File: src/rtl/dispatch_rst_ctrl_pkg.sv
// Shared types for the dispatch / register-status-table block.
// FU indices, RST entry layout, dispatch FSM states and tag helpers.
package dispatch_rst_ctrl_pkg;

    localparam int NREGS = 32;
    localparam int NFU   = 5;
    localparam int TAGW  = 3;
    localparam int RW    = 5;
    localparam int FUW   = 3;

    typedef enum logic [FUW-1:0] {
        FU_ALU    = 3'd0,
        FU_LDST   = 3'd1,
        FU_BRANCH = 3'd2,
        FU_MATRIX = 3'd3,
        FU_GEMM   = 3'd4
    } fu_idx_e;

    typedef struct packed {
        logic           busy;
        logic [FUW-1:0] fu;
        logic           spec;
    } rst_entry_t;

    typedef enum logic [1:0] {
        ST_NORMAL,
        ST_SPEC,
        ST_FLUSH,
        ST_HALTED
    } disp_state_e;

    localparam logic [TAGW-1:0] TAG_READY = '0;

    function automatic logic [NFU-1:0] fu_onehot(input logic [FUW-1:0] fu);
        return NFU'(1) << fu;
    endfunction

    // Tag k+1 names the producing FU; a same-cycle writeback makes it ready.
    function automatic logic [TAGW-1:0] rst_tag(input rst_entry_t e,
                                                input logic bypass);
        return (e.busy && !bypass) ? TAGW'(e.fu) + TAGW'(1) : TAG_READY;
    endfunction

endpackage

File: src/rtl/dispatch_rst_ctrl_rst_table.sv
// Register result status table: two tag read ports with writeback
// bypass, one dispatch set port, writeback clear and spec squash/commit.
module dispatch_rst_ctrl_rst_table
    import dispatch_rst_ctrl_pkg::*;
(
    input  logic            i_clk,
    input  logic            i_rst,
    input  logic [RW-1:0]   i_rs1,
    input  logic [RW-1:0]   i_rs2,
    input  logic [RW-1:0]   i_chk_rd,
    input  logic            i_set_en,
    input  logic [RW-1:0]   i_set_rd,
    input  logic [FUW-1:0]  i_set_fu,
    input  logic            i_set_spec,
    input  logic            i_wb_valid,
    input  logic [FUW-1:0]  i_wb_fu,
    input  logic [RW-1:0]   i_wb_rd,
    input  logic            i_squash,
    input  logic            i_commit,
    output logic [TAGW-1:0] o_t1,
    output logic [TAGW-1:0] o_t2,
    output logic            o_rd_busy,
    output logic            o_any_busy
);

    rst_entry_t r_tab [NREGS];
    rst_entry_t w_nxt [NREGS];
    rst_entry_t w_e1;
    rst_entry_t w_e2;

    always_comb begin
        for (int i = 0; i < NREGS; i++) begin
            w_nxt[i] = r_tab[i];
            if (i_wb_valid && i_wb_rd == RW'(i) && r_tab[i].fu == i_wb_fu)
                w_nxt[i] = '0;
            if (i_squash && w_nxt[i].spec)
                w_nxt[i] = '0;
            if (i_commit)
                w_nxt[i].spec = 1'b0;
            // Dispatch set overrides the clears on the same register.
            if (i_set_en && i != 0 && i_set_rd == RW'(i))
                w_nxt[i] = '{busy: 1'b1, fu: i_set_fu, spec: i_set_spec};
        end
    end

    always_ff @(posedge i_clk) begin
        if (i_rst) begin
            for (int i = 0; i < NREGS; i++)
                r_tab[i] <= '0;
        end else begin
            r_tab <= w_nxt;
        end
    end

    always_comb begin
        w_e1 = r_tab[i_rs1];
        w_e2 = r_tab[i_rs2];
        o_t1 = rst_tag(w_e1, i_wb_valid && i_wb_rd == i_rs1
                             && i_wb_fu == w_e1.fu);
        o_t2 = rst_tag(w_e2, i_wb_valid && i_wb_rd == i_rs2
                             && i_wb_fu == w_e2.fu);
        o_rd_busy = r_tab[i_chk_rd].busy;
        o_any_busy = 1'b0;
        for (int i = 0; i < NREGS; i++)
            o_any_busy = o_any_busy | r_tab[i].busy;
    end

endmodule

File: src/rtl/dispatch_rst_ctrl.sv
// Dispatch producer: hazard/occupancy stall, FUST row enables, operand
// tags, one-branch speculation window with squash, and HALT quiesce.
module dispatch_rst_ctrl
    import dispatch_rst_ctrl_pkg::*;
(
    input  logic            i_clk,
    input  logic            i_rst,
    input  logic            i_in_valid,
    input  logic [FUW-1:0]  i_in_fu,
    input  logic [RW-1:0]   i_in_rd,
    input  logic [RW-1:0]   i_in_rs1,
    input  logic [RW-1:0]   i_in_rs2,
    input  logic            i_in_wen,
    input  logic            i_in_halt,
    output logic            o_in_ready,
    input  logic [NFU-1:0]  i_fust_busy,
    input  logic            i_wb_valid,
    input  logic [FUW-1:0]  i_wb_fu,
    input  logic [RW-1:0]   i_wb_rd,
    input  logic            i_branch_resolved,
    input  logic            i_branch_miss,
    input  logic            i_freeze,
    output logic [NFU-1:0]  o_fust_en,
    output logic [FUW-1:0]  o_fu_t,
    output logic [TAGW-1:0] o_t1,
    output logic [TAGW-1:0] o_t2,
    output logic            o_halt
);

    disp_state_e     r_state;
    logic            r_halt;
    logic [TAGW-1:0] w_t1;
    logic [TAGW-1:0] w_t2;
    logic            w_rd_busy;
    logic            w_any_busy;
    logic            w_stall;
    logic            w_acc;
    logic            w_resolve;
    logic            w_squash;
    logic            w_commit;
    logic            w_set_en;
    logic            w_set_spec;

    always_comb begin
        w_stall = i_freeze
                | (|(i_fust_busy & fu_onehot(i_in_fu)))
                | (i_in_wen & w_rd_busy)
                | (r_state == ST_FLUSH)
                | (r_state == ST_HALTED)
                | (r_state == ST_SPEC && i_in_fu == FU_BRANCH);
        o_in_ready = !i_rst && !w_stall;
        w_acc = i_in_valid && o_in_ready;
        w_resolve = (r_state == ST_SPEC) && i_branch_resolved;
        w_squash = w_resolve && i_branch_miss;
        w_commit = w_resolve && !i_branch_miss;
        // A dispatch racing its own branch's mispredict is wrong-path.
        w_set_en = w_acc && i_in_wen && (i_in_rd != '0) && !w_squash;
        w_set_spec = (r_state == ST_SPEC) && !w_resolve;
        o_fust_en = w_acc ? fu_onehot(i_in_fu) : '0;
        o_fu_t = w_acc ? i_in_fu : '0;
        o_t1 = w_acc ? w_t1 : TAG_READY;
        o_t2 = w_acc ? w_t2 : TAG_READY;
        o_halt = r_halt;
    end

    dispatch_rst_ctrl_rst_table u_rst (
        .i_clk      (i_clk),
        .i_rst      (i_rst),
        .i_rs1      (i_in_rs1),
        .i_rs2      (i_in_rs2),
        .i_chk_rd   (i_in_rd),
        .i_set_en   (w_set_en),
        .i_set_rd   (i_in_rd),
        .i_set_fu   (i_in_fu),
        .i_set_spec (w_set_spec),
        .i_wb_valid (i_wb_valid),
        .i_wb_fu    (i_wb_fu),
        .i_wb_rd    (i_wb_rd),
        .i_squash   (w_squash),
        .i_commit   (w_commit),
        .o_t1       (w_t1),
        .o_t2       (w_t2),
        .o_rd_busy  (w_rd_busy),
        .o_any_busy (w_any_busy)
    );

    always_ff @(posedge i_clk) begin
        if (i_rst) begin
            r_state <= ST_NORMAL;
            r_halt <= 1'b0;
        end else begin
            r_halt <= (r_state == ST_HALTED) && !w_any_busy
                      && (i_fust_busy == '0);
            case (r_state)
                ST_NORMAL: begin
                    if (w_acc && i_in_halt)
                        r_state <= ST_HALTED;
                    else if (w_acc && i_in_fu == FU_BRANCH)
                        r_state <= ST_SPEC;
                end
                ST_SPEC: begin
                    if (w_acc && i_in_halt)
                        r_state <= ST_HALTED;
                    else if (w_squash)
                        r_state <= ST_FLUSH;
                    else if (w_commit)
                        r_state <= ST_NORMAL;
                end
                ST_FLUSH: r_state <= ST_NORMAL;
                default:  r_state <= r_state;
            endcase
        end
    end

endmodule

File: config.mk
export PLATFORM = sky130hd
export DESIGN_NAME = dispatch_rst_ctrl
export DESIGN_NICKNAME = d
export VERILOG_FILES = /design/src/rtl/dispatch_rst_ctrl_pkg.sv /design/src/rtl/dispatch_rst_ctrl_rst_table.sv /design/src/rtl/dispatch_rst_ctrl.sv
export SDC_FILE = /design/constraint.sdc
export NUM_CORES = 1
export LEC_CHECK = 0
export ABC_CLOCK_PERIOD_IN_PS = 8100
export CAP_MARGIN = 5
export CORE_UTILIZATION = 59
export DETAILED_ROUTE_END_ITERATION = 6
export PLACE_DENSITY = 0.86
export SYNTH_ARGS = -nofsm -noshare
export SYNTH_HDL_FRONTEND = slang
export SYNTH_SLANG_ARGS = --single-unit
File: constraint.sdc
create_clock -name i_clk -period 8.1 [get_ports i_clk]
set_input_delay 2.025 -clock i_clk [delete_from_list [all_inputs] [get_ports i_clk]]
set_output_delay 2.025 -clock i_clk [all_outputs]
set_load 0.05 [all_outputs]
=== Word level (Yosys, flattened, before mapping) ===
Cells that the tools add are included.

* Equal/unequal tests: 103
* Add/subtract/negate cells: 2
* $lt $le $gt $ge: 3
* Reduce and logical (&&, ||, !) cells: 195
* Shift-type cells: 1
* Multiplexer cells: 146
* Bitwise gates (word level): 40

{| class="wikitable"
|+ Operators by type and width
! kind !! count
|-
| 5-bit two-way mux || 100
|-
| 5-bit == test, second input constant || 32
|-
| 1-bit logical AND || 147
|-
| 3-bit == test || 33
|-
| 3-bit nonzero test || 32
|-
| 5-bit by 4-bit == test with 1-bit output, second input constant || 16
|-
| 5-bit binary-select mux with 5-bit select || 3
|-
| 5-bit by 3-bit == test with 1-bit output, second input constant || 8
|-
| 1-bit bitwise OR || 35
|-
| 1-bit two-way mux || 32
|-
| 5-bit by 2-bit == test with 1-bit output, second input constant || 4
|-
| 6-bit >= comparator, second input constant || 3
|-
| 5-bit NOT with 6-bit output || 3
|-
| 3-bit two-way mux || 5
|-
| 5-bit by 1-bit == test with 1-bit output, second input constant || 2
|-
| 5-bit == test || 2
|-
| 5-bit zero test || 2
|-
| 2-bit two-way mux || 5
|-
| 1-bit zero test || 8
|-
| 3-bit by 1-bit adder with 3-bit output, second input constant || 2
|-
| 2-bit case mux with 3 select lines || 1
|-
| 5-bit bitwise AND || 1
|-
| 5-bit nonzero test || 1
|-
| 5-bit OR reduction || 1
|-
| 11 further kinds || 12
|}

* Input bits: 40
* Bits in registers: 159

=== Depth between registers and ports, before layout ===
* Word-level depth: 33
* Mapped depth: 12

=== Hierarchy ===
From an unflattened synthesis, not the netlist that was laid out.

* Cell total of the unflattened synthesis: 1252
* Area total of the unflattened synthesis: 10480.1 um^2

{| class="wikitable"
|+ Modules (own cells, without submodules)
! module !! seq. area each (um^2) !! times used !! cells an instance !! area each (um^2)
|-
| dispatch_rst_ctrl_rst_table || 3103.0 || 1 || 1184 || 9927.0
|-
| dispatch_rst_ctrl || 60.1 || 1 || 68 || 553.0
|}

=== Worst setup path after synthesis ===
No wires, ideal clock.

* Kind: input-to-output
* Start point: input i_in_rd[0]
* End point: output o_fust_en[0]
* Data required time: 6.075 ns
* Buffers on the path: 1
* Cell stages on the path: 7
* Path slack: 1.319 ns
* Arrival: 4.756 ns
* Path through: clkbuf_1 -> mux4_2 -> nor2b_1 -> o21ai_0 -> nand3_1 -> nand2_1 -> nor4_1

* Longest elaborated chain between the ends: 13

{| class="wikitable"
|+ RTL lines
! what !! line !! RTL
|-
| start, declared || dispatch_rst_ctrl.sv:10 || <nowiki>input logic [RW-1:0] i_in_rd,</nowiki>
|-
| 5-bit NOT with 6-bit output (not written as such) || dispatch_rst_ctrl_rst_table.sv:62 || <nowiki>o_rd_busy = r_tab[i_chk_rd].busy;</nowiki>
|-
| 5-bit binary-select mux with 5-bit select || dispatch_rst_ctrl_rst_table.sv:62 ||
|-
| 5-bit two-way mux (not written as such) (2 in a row) || dispatch_rst_ctrl_rst_table.sv:62 ||
|-
| 1-bit bitwise AND || dispatch_rst_ctrl.sv:47 || <nowiki>| (i_in_wen & w_rd_busy)</nowiki>
|-
| 1-bit bitwise OR || dispatch_rst_ctrl.sv:47 ||
|-
| 1-bit bitwise OR || dispatch_rst_ctrl.sv:48 || <nowiki>| (r_state == ST_FLUSH)</nowiki>
|-
| 1-bit bitwise OR || dispatch_rst_ctrl.sv:49 || <nowiki>| (r_state == ST_HALTED)</nowiki>
|-
| 1-bit bitwise OR || dispatch_rst_ctrl.sv:50 || <nowiki>| (r_state == ST_SPEC && i_in_fu == FU_BRANCH);</nowiki>
|-
| 1-bit zero test || dispatch_rst_ctrl.sv:51 || <nowiki>o_in_ready = !i_rst && !w_stall;</nowiki>
|-
| 1-bit logical AND || dispatch_rst_ctrl.sv:51 ||
|-
| 1-bit logical AND || dispatch_rst_ctrl.sv:52 || <nowiki>w_acc = i_in_valid && o_in_ready;</nowiki>
|-
| 5-bit two-way mux || dispatch_rst_ctrl.sv:59 || <nowiki>o_fust_en = w_acc ? fu_onehot(i_in_fu) : '0;</nowiki>
|-
| end, declared || dispatch_rst_ctrl.sv:23 || <nowiki>output logic [NFU-1:0] o_fust_en,</nowiki>
|}

Every way passes these cells. The select of a mux whose other input is x is not followed.

=== Worst setup path in the final report ===
* Start point: input i_in_rd[1]
* End point: output o_fust_en[4]

The elaborated chain is that of the path after synthesis.

==> summary.md <==
The flow ran to the end, and the final reports show no timing, DRC or antenna violations. Register bit count reported by yosys: 158. Power spread over the standard cell area amounts to 161.4 mW/mm².

The wire length after detailed routing is 32780 µm, and the post-route minimum period is 7.290 ns. The run gives 0.01080 mm² as the post-place instance area. For this run the aggregate overflow at the end of global routing stands at 0.

The core region is 0.01682 mm². For the worst setup path, the data required time is 6.08 ns. The floorplan step defined a die boundary enclosing 0.01797 mm².

The root cell of the clock tree was sky130_fd_sc_hd__clkbuf_16. Once placement completed, the tool counted placed cells totaling 1325. 0 antenna diodes ended up in the layout. Buffers placed on the I/O ports in this run total 55.

Number of max-slew violations in the final report: 0. Across the VDD grid, the largest voltage drop is 0.1548 mV. Entering global routing, the biggest net connects 72 pins.

In this run, post-CTS repair resized a total of 0 instances. The number of enable-type register cells in the synthesized netlist works out to 0. Summing the sequential cell areas from Yosys gives 30.74% of the chip area. After detailed routing, the average wire length per cell comes to 24.15 µm. For the setup fix buffers added after clock tree synthesis, the log shows 0. The category of the most critical setup path is input port to output pin. The clock tree buffer depth came out at 2. The total number of placement rows came out at 47. TritonCTS built the clock tree. At the pin with the least slew margin, the transition time is 1.161 ns.

After clock tree synthesis, the clock-pin slew on the worst setup and hold paths is 0.07 ns. Setup repair after global routing left no endpoint under its margin. The worst setup path is captured at an output pin.

Type of origin of the critical path: an input port. Of all nets on the critical path, the largest fanout is 14. The signal arrival time at the worst endpoint is 5.27 ns.

Across every metal layer, demand over resource in global routing totals 37.23%. The number of failing hold endpoints at the final stage was 0; the standby leakage power was 4.743 nW. The average cell area after synthesis is 9.186 µm². The fraction of the cycle the final worst path needs came out at 90.00%. After technology mapping, the gate count stands at 1120.

The tools report the initial antenna violation count as 0. In this run the worst hold path is classified as register to register. Post-route setup TNS: 0 ns.

During synthesis, Yosys emitted a total of 0 warnings. For this design, the CTS-stage hold fixing added 0 buffers. Setup violations remaining at the end of the flow were counted as 0.

At the end of the flow the core is filled with cells to 67.74%. The cell area after synthesis is 0.01029 mm². For the final antenna-violating net count, the log shows 0.

On the final layout, the worst clock skew is 0.01426 ns. Counting every sink on the clock net gives 158. The logs give 17 for the total CTS buffers and 1.005 for the last weighted congestion value of the routability-driven placer.

The most common cell after layout, fill and taps aside is sky130_fd_sc_hd__dfxtp_1. The area overhead of the layout relative to synthesis is 10.74%, and the initial core utilization is 61.17%. For the via count of the routed design, the log shows 9481. The run gives 0.45 ns as the later-pin clock latency in the skew report.

The fraction of registers with async set/reset is 0%. Via count of the first global-routing pass: 9070. For the final net count, the log shows 1170.

The first global-routing pass estimated 50450 µm of wire. The post-synthesis cell type count was 59; the via-per-instance ratio was 6.987. In this run the horizontal extent of the chip is 134.1 µm. The detailed router finished its first iteration with 1211 violations. The post-route netlist has 13.19% of its cells at a drive strength greater than 1. The run gives 56 as the number of placed I/O pins. The most used flip-flop cell after synthesis is sky130_fd_sc_hd__dfxtp_1. For the number of maximum-capacitance constraint violations, the log shows 0.

The number of remaining DRC errors was 0; the final standard cell count with taps included and fillers excluded was 1357. Measured along the y axis, the die boundary spans 134.1 µm. The net count after synthesis was 1166; the number of detailed-routing iterations run before antenna repair was 6. For the post-route standard cell area excluding fillers, the log shows 0.01139 mm².

Detailed placement finished with a half-perimeter wire length of 22020 µm. The maximum achievable frequency was 0.1372 GHz. The run gives 4 as the number of levels the H-tree was split into. The library cells used most frequently in the layout, excluding fill and tap cells, are 158 x sky130_fd_sc_hd__dfxtp_1, 144 x sky130_fd_sc_hd__nand2_1, 104 x sky130_fd_sc_hd__nand3_1, 91 x sky130_fd_sc_hd__mux2i_1, 85 x sky130_fd_sc_hd__xor2_1. The worst pin sits at a relative slew slack of 22.42%.
-- metrics by stage --
step / worst slack [ns] / hold WS (ns) / power, mW
2_1_floorplan: 1.319 / 0.4468 / 0.9547
3_3_place_gp: 0.9045 / 0.4569 / 1.028
3_5_place_dp: 0.8884 / 0.4650 / 1.033
4_1_cts: 0.8626 / 0.4761 / 1.827
5_1_grt: 0.6882 / 0.4996 / 1.873
6_report: 0.8097 / 0.4742 / 1.839
-- cells by family after synthesis --
family                     Yosys count  synth area share [%]
adders and majority gates            6                0.7296
AOI/OAI and AO/OA                  118                 6.834
DFF                                158                 30.74
and+or+nand+nor                    456                 21.66
buffers and inverters               96                 4.512
xor gates and xnor gates           111                 9.449
muxes                              175                 26.07
-- layer usage --
layer  vias up  track usage [%]  part of all wire [%]
met5         -                0                     0
met4         0            23.60                   6.6
met3       187            11.75                    13
met2       767            56.59                    43
met1      4435            45.85                    37
li1       4092                -                     -
-- sequential cells by signal (all words and copies together), names as in the netlist --
signal       cells
r_state          2
u_rst.r_tab    155
o_halt           1
-- final cells by class --
type | count | area [µm²]
Inverter | 13 | 48.80
Clock buffer | 18 | 439.2
Clock inverter | 14 | 150.1
Multi-Input combinational cell | 866 | 6686
Tap cell | 220 | 275.3
Sequential cell | 158 | 3163
Timing Repair Buffer | 68 | 630.6
Fill cell | 1273 | 5425
-- worst max-delay path, stage by stage --
cell,delay (ns)
sky130_fd_sc_hd__clkdlybuf4s50_1,0.48
sky130_fd_sc_hd__buf_4,0.23
sky130_fd_sc_hd__nor2b_1,0.28
sky130_fd_sc_hd__buf_4,0.22
sky130_fd_sc_hd__a22oi_1,0.09
sky130_fd_sc_hd__a211o_1,0.37
sky130_fd_sc_hd__a31oi_2,0.51
sky130_fd_sc_hd__and3_1,0.24
sky130_fd_sc_hd__clkdlybuf4s50_1,0.80
-- report_power, final --
group | total (mW) | internal, mW | switching (mW)
Sequential | 0.781 | 0.779 | 0.00239
Combinational | 0.242 | 0.0773 | 0.165
Clock | 0.815 | 0.443 | 0.372
-- synthesized netlist by cell type, drive strengths merged, types with 4 or more instances --
cell type | instances | area share [%]
dfxtp | 158 | 31
nand2 | 149 | 5.8
nand3 | 108 | 5.4
mux2i | 91 | 8.9
xor2 | 85 | 7.2
nor2 | 76 | 2.8
mux4 | 69 | 16
o21ai | 53 | 2.6
clkbuf | 51 | 1.9
buf | 32 | 2.2
nand4 | 31 | 1.9
a21oi | 29 | 1.4
nor4 | 29 | 1.8
xnor2 | 26 | 2.2
mux2 | 15 | 1.6
nor3 | 13 | 0.63
inv | 12 | 0.44
a31oi | 11 | 0.67
and3 | 11 | 0.67
nor2b | 9 | 0.55
nand2b | 8 | 0.49
and2 | 6 | 0.36
ha | 6 | 0.73
a221oi | 5 | 0.49
a22o | 4 | 0.34
nor3b | 4 | 0.34
-- path summary, 6_finish.rpt --
| kind | start | slack (ns) | to | cells past startpoint |
|---|---|---|---|---|
| setup / recovery | i_in_rd[1] | 0.81 | o_fust_en[4] | 9 |
| hold / removal | u_rst.r_tab[10] | 0.47 | u_rst.r_tab[10] | 2 |
| setup reg to reg | r_state[1] | 4.92 | u_rst.r_tab[11] | 10 |
| hold reg to reg | u_rst.r_tab[10] | 0.47 | u_rst.r_tab[10] | 2 |
Note: power is estimated with default switching activity, not from simulation.
